--- config.mk ---
export PLATFORM = sky130hd
export DESIGN_NAME = fetch_ctrl
export DESIGN_NICKNAME = d
export VERILOG_FILES = /design/src/rtl/core_pkg.sv /design/src/rtl/fetch_ctrl.sv
export SDC_FILE = /design/constraint.sdc
export NUM_CORES = 1
export LEC_CHECK = 0
export CORE_ASPECT_RATIO = 1.1
export CORE_MARGIN = 3
export CORE_UTILIZATION = 55
export CTS_BUF_LIST = sky130_fd_sc_hd__clkbuf_8
export CTS_CLUSTER_DIAMETER = 50
export DETAILED_ROUTE_END_ITERATION = 8
export DONT_BUFFER_PORTS = 1
export MAX_ROUTING_LAYER = met4
export PLACE_DENSITY = 0.67
export SLEW_MARGIN = 15
export SYNTH_ARGS = -nofsm -noshare
export SYNTH_HDL_FRONTEND = slang
export SYNTH_SLANG_ARGS = --single-unit
--- constraint.sdc ---
create_clock -name clk_pi -period 2.57 [get_ports clk_pi]
set_input_delay 0.771 -clock clk_pi [delete_from_list [all_inputs] [get_ports clk_pi]]
set_output_delay 0.771 -clock clk_pi [all_outputs]
set_load 0.01 [all_outputs]
--- src/rtl/core_pkg.sv ---
// Shared constants and types for the core front end: opcode field, NOP word,
// PC increment, fetch FSM encoding and the IF/ID register layout.
package core_pkg;

  localparam logic [5:0]  OPC_HALT = 6'h0A;
  localparam logic [31:0] NOP_WORD = 32'h0;
  localparam logic [31:0] PC_STEP  = 32'd4;

  localparam int OPC_HI = 31;
  localparam int OPC_LO = 26;

  localparam logic [1:0] ST_RUN       = 2'd0;
  localparam logic [1:0] ST_HALT_WAIT = 2'd1;
  localparam logic [1:0] ST_HALTED    = 2'd2;

  typedef struct packed {
    logic [31:0] instr;
    logic [31:0] pc;
    logic        valid;
  } if_id_t;

  localparam if_id_t IF_ID_NOP = '{instr: NOP_WORD, pc: 32'h0, valid: 1'b0};

  function automatic logic [5:0] opcode_of(input logic [31:0] word);
    return word[OPC_HI:OPC_LO];
  endfunction

endpackage

--- src/rtl/fetch_ctrl.sv ---
// Instruction-fetch sequencer: owns the PC, loads IF/ID, handles stalls,
// taken-branch redirect/squash, and HALT detection followed by a drain window.
module fetch_ctrl
  import core_pkg::*;
#(
  parameter logic [31:0] RESET_PC     = 32'h0,
  parameter logic [5:0]  HALT_OPC     = OPC_HALT,
  parameter int          DRAIN_CYCLES = 3
) (
  input  logic        clk_pi,
  input  logic        reset_pi,
  output logic [31:0] pc_po,
  input  logic [31:0] instruction_pi,
  input  logic        stall_pi,
  input  logic        branch_taken_pi,
  input  logic [31:0] branch_target_pi,
  output logic [31:0] if_id_instr_po,
  output logic [31:0] if_id_pc_po,
  output logic        if_id_valid_po,
  output logic        halted_po,
  output logic [15:0] fetch_count_po
);

  localparam logic [7:0] DRAIN_INIT = 8'(DRAIN_CYCLES);

  logic [1:0]  state;
  logic [31:0] pc;
  if_id_t      if_id;
  logic        halted;
  logic [15:0] fetch_count;
  logic [7:0]  drain;

  logic        is_halt;
  logic        redirect;
  logic        fetch;
  logic [31:0] target;

  assign is_halt  = (opcode_of(instruction_pi) == HALT_OPC);
  // A resolved branch overrides a stall, but a halted core ignores everything.
  assign redirect = branch_taken_pi && (state != ST_HALTED);
  assign fetch    = !redirect && !stall_pi && (state == ST_RUN);
  assign target   = {branch_target_pi[31:2], 2'b00};

  always_ff @(posedge clk_pi) begin
    if (reset_pi) begin
      state  <= ST_RUN;
      pc     <= RESET_PC;
      if_id  <= IF_ID_NOP;
      halted <= 1'b0;
      drain  <= '0;
    end else if (redirect) begin
      state <= ST_RUN;
      pc    <= target;
      if_id <= IF_ID_NOP;
      drain <= '0;
    end else if (!stall_pi) begin
      case (state)
        ST_RUN: begin
          if_id <= '{instr: instruction_pi, pc: pc, valid: 1'b1};
          if (is_halt) begin
            state <= ST_HALT_WAIT;
            drain <= DRAIN_INIT;
          end else begin
            pc <= pc + PC_STEP;
          end
        end
        ST_HALT_WAIT: begin
          if_id <= IF_ID_NOP;
          // A zero drain length still needs one edge to leave HALT_WAIT.
          if (drain <= 8'd1) begin
            state  <= ST_HALTED;
            halted <= 1'b1;
            drain  <= '0;
          end else begin
            drain <= drain - 8'd1;
          end
        end
        default: ;
      endcase
    end
  end

  always_ff @(posedge clk_pi) begin
    if (reset_pi)
      fetch_count <= '0;
    else if (fetch && (fetch_count != 16'hFFFF))
      fetch_count <= fetch_count + 16'd1;
  end

  assign pc_po          = pc;
  assign if_id_instr_po = if_id.instr;
  assign if_id_pc_po    = if_id.pc;
  assign if_id_valid_po = if_id.valid;
  assign halted_po      = halted;
  assign fetch_count_po = fetch_count;

endmodule

Yosys cells after proc, flatten, opt, wreduce, memory -nomap -nowiden
Cells that the tools add are included.
- register bits: 124
- input bits: 68
- output and inout port bits: 114
- word-level logic and storage cells: 51
- add/subtract/negate cells: 3
- order comparisons: 1
- equal/unequal tests: 8
- muxes and demuxes: 11
- bitwise logic cells: 3
- reductions and logical operators: 16
- operators by type and width (kind ; count):
    one-hot mux 65 bit (2 select lines) ; 1
    two-way mux 32 bit ; 4
    adder 32 x 3 -> 32 bit (second input constant) ; 1
    adder 16 x 1 -> 16 bit (second input constant) ; 1
    two-way mux 8 bit ; 2
    inequality test 16 bit (second input constant) ; 1
    one-hot mux 8 bit (2 select lines) ; 1
    AND reduction 3 bit ; 3
    <= comparator 8 x 1 -> 1 bit (second input constant) ; 1
    AND reduction 4 bit ; 2
    subtractor 8 x 1 -> 8 bit (second input constant) ; 1
    == test 6 x 4 -> 1 bit (second input constant) ; 1
    inequality test 2 bit (second input constant) ; 3
    logical AND 1 bit ; 4
    two-way mux 2 bit ; 2
    inequality test 2 x 1 -> 1 bit (second input constant) ; 2
    one-hot mux 2 bit (2 select lines) ; 1
    nonzero test 2 bit ; 2
    inverter 1 bit ; 3
    == test 2 x 1 -> 1 bit (second input constant) ; 1
    logical NOT 1 bit ; 2
    logical NOT 2 bit ; 1
    AND reduction 2 bit ; 1
    OR reduction 2 bit ; 1

Logic depth before layout (Yosys ltp)
- word-level depth: 6
- gate-level depth with buffers: 7
- depth with buffers taken out: 6

Worst setup path before layout
No wires, ideal clock.
- path kind: input to register
- start point: input port branch_taken_pi
- end point: register fetch_count[6], in the netlist fetch_count_po[6]
- arrival: 2.170 ns
- slack: 0.330 ns
- cell stages on the path: 5
- buffers on the path: 1
- cell sequence: nor4_4 > or3b_2 > clkbuf_1 > or3_1 > a21oi_1
- cells in the longest elaborated chain, start to end: 5
- RTL lines (what ; line ; source):
    start, declared ; fetch_ctrl.sv:15 ; input logic branch_taken_pi,
    logical AND 1 bit ; fetch_ctrl.sv:40 ; assign redirect = branch_taken_pi && (state != ST_HALTED);
    logical NOT 1 bit ; fetch_ctrl.sv:41 ; assign fetch = !redirect && !stall_pi && (state == ST_RUN);
    logical AND 1 bit (2 in a row) ; fetch_ctrl.sv:41 ;
    logical AND 1 bit ; fetch_ctrl.sv:86 ; else if (fetch && (fetch_count != 16'hFFFF))
    end signal, assigned ; fetch_ctrl.sv:87 ; fetch_count <= fetch_count + 16'd1;
    end, declared ; fetch_ctrl.sv:30 ; logic [15:0] fetch_count;
Every way passes these cells.
A chain may end at the register's enable or synchronous reset.

Final worst setup path
- start point: register pc[16], in the netlist pc_po[16]
- end point: register pc[25], in the netlist pc_po[25]
- cells in the longest elaborated chain, start to end: 5
- RTL lines (what ; line ; source):
    start, declared ; fetch_ctrl.sv:27 ; logic [31:0] pc;
    start signal, assigned ; fetch_ctrl.sv:53 ; pc <= target;
    start signal, assigned ; fetch_ctrl.sv:64 ; pc <= pc + PC_STEP;
    adder 32 x 3 -> 32 bit ; fetch_ctrl.sv:64 ;
    two-way mux 32 bit ; fetch_ctrl.sv:60 ; if (is_halt) begin
    two-way mux 32 bit ; fetch_ctrl.sv:57 ; case (state)
    two-way mux 32 bit ; fetch_ctrl.sv:56 ; end else if (!stall_pi) begin
    two-way mux 32 bit ; fetch_ctrl.sv:51 ; end else if (redirect) begin
Every way passes these cells. The select of a mux whose other input is x is not followed.

==> summary.json <==
{
  "status": {
    "status": "completed"
  },
  "route": {
    "ant_nets": 0,
    "remaining_drc_errors": 0,
    "routed_wire_length_per_instance_um": 18.40,
    "wl_um": 14500,
    "drt-initial-drc-count": 181,
    "detail_route.first_pass.iterations": 5,
    "routed-via-count": 4840,
    "avgViaCountPerCell": 6.142
  },
  "die": {
    "number_of_rows_in_the_core_area": 37,
    "core_area_mm2": 0.009583,
    "die_area_mm2": 0.01127,
    "pin_count": 182,
    "die_height_um": 111.0,
    "die_w_um": 101.5,
    "initial_utilization_pct": 57.57
  },
  "timing": {
    "grt_setup_unrepaired": "false",
    "finalSetupTns_ns": 0,
    "post-route-min-period_ns": 2.264,
    "holdWs_ns": 0.4129,
    "clock.fmax_mhz": 441.6,
    "final_hold_viol_count": 0,
    "worstMarginPinSlew_ns": 0.7867,
    "clock_skew_ns": 0.01036,
    "final_min_period_over_clock_period_pct": 88.11,
    "report.final.slew_viol_count": 0,
    "setup_viol_count_final": 0,
    "slew_headroom_pct": 47.55
  },
  "global_routing": {
    "via_count_of_the_first_global_routing_pass": 4679,
    "maximum_number_of_pins_on_one_net_before_global_route_repair": 78,
    "grt_antenna_before_repair": 0,
    "grt.overflow.total": 0,
    "grt_pass1_wl_um": 23210,
    "groute.usage.overall_pct": 26.38
  },
  "worst_setup_path": {
    "critical_path_peak_fanout": 7,
    "timing.critical_path.from_type": "flip-flop",
    "timing.critical_path.required_ns": 2.90,
    "critPathTopFamily": "simple AND/OR/NAND/NOR gates",
    "end_kind": "flip-flop",
    "worstPathCellList": "nand4_1 -> or3_4 -> or3_4 -> or3_1 -> a311oi_1",
    "arrival_ns": 2.59,
    "timing.critical_path.slowest_stage_cell": "sky130_fd_sc_hd__dfxtp_1",
    "critical_path_buf_inv_count": 0,
    "timing_worst_setup_path_type": "reg -> reg",
    "crit_path_max_incr_delay_ns": 0.48,
    "critical_path.most_common_cell": "sky130_fd_sc_hd__or3_4"
  },
  "power_and_ir_drop": {
    "totalPowerFinal_mw": 4.101,
    "max-vdd-ir-drop_mv": 0.3830,
    "power_per_cell_area_mw_per_mm2": 675.9,
    "static-leakage-power_nw": 2.067
  },
  "clock_tree": {
    "cts-buffers-inserted": 17,
    "post-cts-setup-buffer-count": 0,
    "clock-root-buffer": "sky130_fd_sc_hd__clkbuf_8",
    "clock_path_buffers": 2,
    "tritoncts_clock_tree": "built",
    "post_cts_resized": 0,
    "clkSinkCount": 120,
    "holdBufCountCts": 0,
    "htree_levels": 4,
    "worst_setup_hold_path_clk_slew_ns": 0.07,
    "clock_insertion_delay_worst_skew_ns": 0.43
  },
  "synthesis": {
    "synthesis.area_per_instance_um2": 8.371,
    "area_share_of_the_largest_cell_type_after_synthesis_pct": 43.55,
    "synthesis.area_mm2": 0.005517,
    "share_of_synthesized_registers_carrying_an_async_set_or_reset_pct": 0,
    "cell_types_occupying_the_most_area_after_synthesis": "sky130_fd_sc_hd__dfxtp_1 44%, sky130_fd_sc_hd__a21oi_1 6.8%, sky130_fd_sc_hd__nor2_1 5.7%",
    "yosysWarningCount": 0,
    "synth_edf_count": 0,
    "number_of_instances_in_the_synthesized_netlist": 659,
    "ys_dominant_reg_cell": "sky130_fd_sc_hd__dfxtp_1",
    "synth.cells.most_frequent": "120 x sky130_fd_sc_hd__dfxtp_1, 84 x sky130_fd_sc_hd__nor2_1, 75 x sky130_fd_sc_hd__a21oi_1",
    "synthDistinctLibCells": 59,
    "yosys_register_bits": 120,
    "post-synth-top-count-cell": "sky130_fd_sc_hd__dfxtp_1",
    "synth_sequential_area_ratio_pct": 43.55,
    "yosysTopAreaCell": "sky130_fd_sc_hd__dfxtp_1"
  },
  "finish": {
    "layout-drive-gt1-share_pct": 10.88,
    "multi_input_combinational_cell_area_mm2": 0.002867,
    "finish.net_count": 731,
    "area.sequential_mm2": 0.002404,
    "areaGrowthSynthToFinish_pct": 9.980,
    "final.fill_count": 853,
    "diodes": 0
  },
  "place": {
    "hpwlAfterDp_um": 10140,
    "globalplace.congestion": 0.8434,
    "io_buffer_count": 0
  },
  "worst_hold_path": {
    "hold_path.class": "in -> reg"
  },
  "run": {
    "maximum_capacitance_violations": 0
  }
}
cells in the final DEF (no fill, tap or decap), types with 9 or more instances in the layout:
master                       n
sky130_fd_sc_hd__xor2_1      9
sky130_fd_sc_hd__inv_1      10
sky130_fd_sc_hd__nor2_1     83
sky130_fd_sc_hd__nor3b_1    29
sky130_fd_sc_hd__nand4_1    12
sky130_fd_sc_hd__a21oi_1    75
sky130_fd_sc_hd__nand2_1    56
sky130_fd_sc_hd__nand3b_1   32
sky130_fd_sc_hd__xnor2_1    19
sky130_fd_sc_hd__o21ai_0    21
sky130_fd_sc_hd__dfxtp_1   119
sky130_fd_sc_hd__or3_1      13
sky130_fd_sc_hd__nor3_1     13
sky130_fd_sc_hd__nand3_1    16
sky130_fd_sc_hd__a211oi_1   15
sky130_fd_sc_hd__clkbuf_8   22
sky130_fd_sc_hd__nor4_1     12
sky130_fd_sc_hd__buf_4      26
power by group:
group / internal, mW / total [mW] / switching, mW
combinational: 0.116 / 0.295 / 0.179
sequential: 1.92 / 2.01 / 0.0861
clock: 1.07 / 1.80 / 0.726
sequential cells by signal (all words and copies together), names as in the netlist:
name	flops
drain	8
fetch_count_po	16
halted_po	1
if_id_instr_po	32
if_id_pc_po	30
if_id_valid_po	1
pc_po	30
state	2
per-layer routing:
layer  vias up  part of all wire (%)  global-route usage, %
met3        30                   8.7                  7.930
met2       202                    48                  40.71
met1      2253                    41                  31.77
met4         0                   2.4                  11.17
met5         -                     0                      -
li1       2355                     -                      -
worst reg2reg max path: stages, from the launching register on:
cell                       delay (ns)
sky130_fd_sc_hd__dfxtp_1         0.48
sky130_fd_sc_hd__nand4_1         0.21
sky130_fd_sc_hd__or3_4           0.41
sky130_fd_sc_hd__or3_4           0.44
sky130_fd_sc_hd__or3_1           0.35
sky130_fd_sc_hd__a311oi_1        0.26
metrics by stage:
stage | worst slack (ns) | area (um^2) | util, % | std cells
2_1_floorplan | 0.3299 | 5528 | - | 662
3_3_place_gp | 0.3094 | 5642 | 58.87 | 757
3_5_place_dp | 0.2462 | 5642 | 58.87 | 757
4_1_cts | 0.2936 | 6067 | 63.31 | 788
5_1_grt | 0.1599 | 6067 | 63.31 | 788
6_report | 0.3055 | 6067 | 63.31 | 788
cell type report:
class                   count  area share, %
multi-input cells         486          47.25
flip-flops and latches    120          39.62
clock buffers              22          4.991
repair buffers             26          3.217
well taps                 117          2.413
clock inverters             9          2.021
inverters                   8         0.4949
path summary, 6_finish.rpt:
| path | start | endpoint | slack (ns) | depth (start not counted) |
|---|---|---|---|---|
| worst max-delay path | pc_po[16] | pc_po[25] | 0.31 | 5 |
| worst min-delay path | reset_pi | fetch_count_po[15] | 0.41 | 1 |
| worst max register to register | pc_po[16] | pc_po[25] | 0.31 | 5 |
| worst min register to register | if_id_pc_po[14] | if_id_pc_po[14] | 0.50 | 2 |
cells by family (layout without fill, tap and decap cells):
logic type	after synthesis	count (layout)	share of synthesized area (%)
flip-flops	120	120	43.55
adder cells (fa/ha/maj)	4	4	0.9073
buffers and inverters	56	65	4.876
AND/OR/NAND/NOR	302	302	29.98
multiplexers	1	1	0.1815
other	1	4	0.06798
AO/OA/AOI/OAI	147	147	15.99
XOR/XNOR	28	28	4.446
No activity file was read; power rests on OpenSTA's default activity.
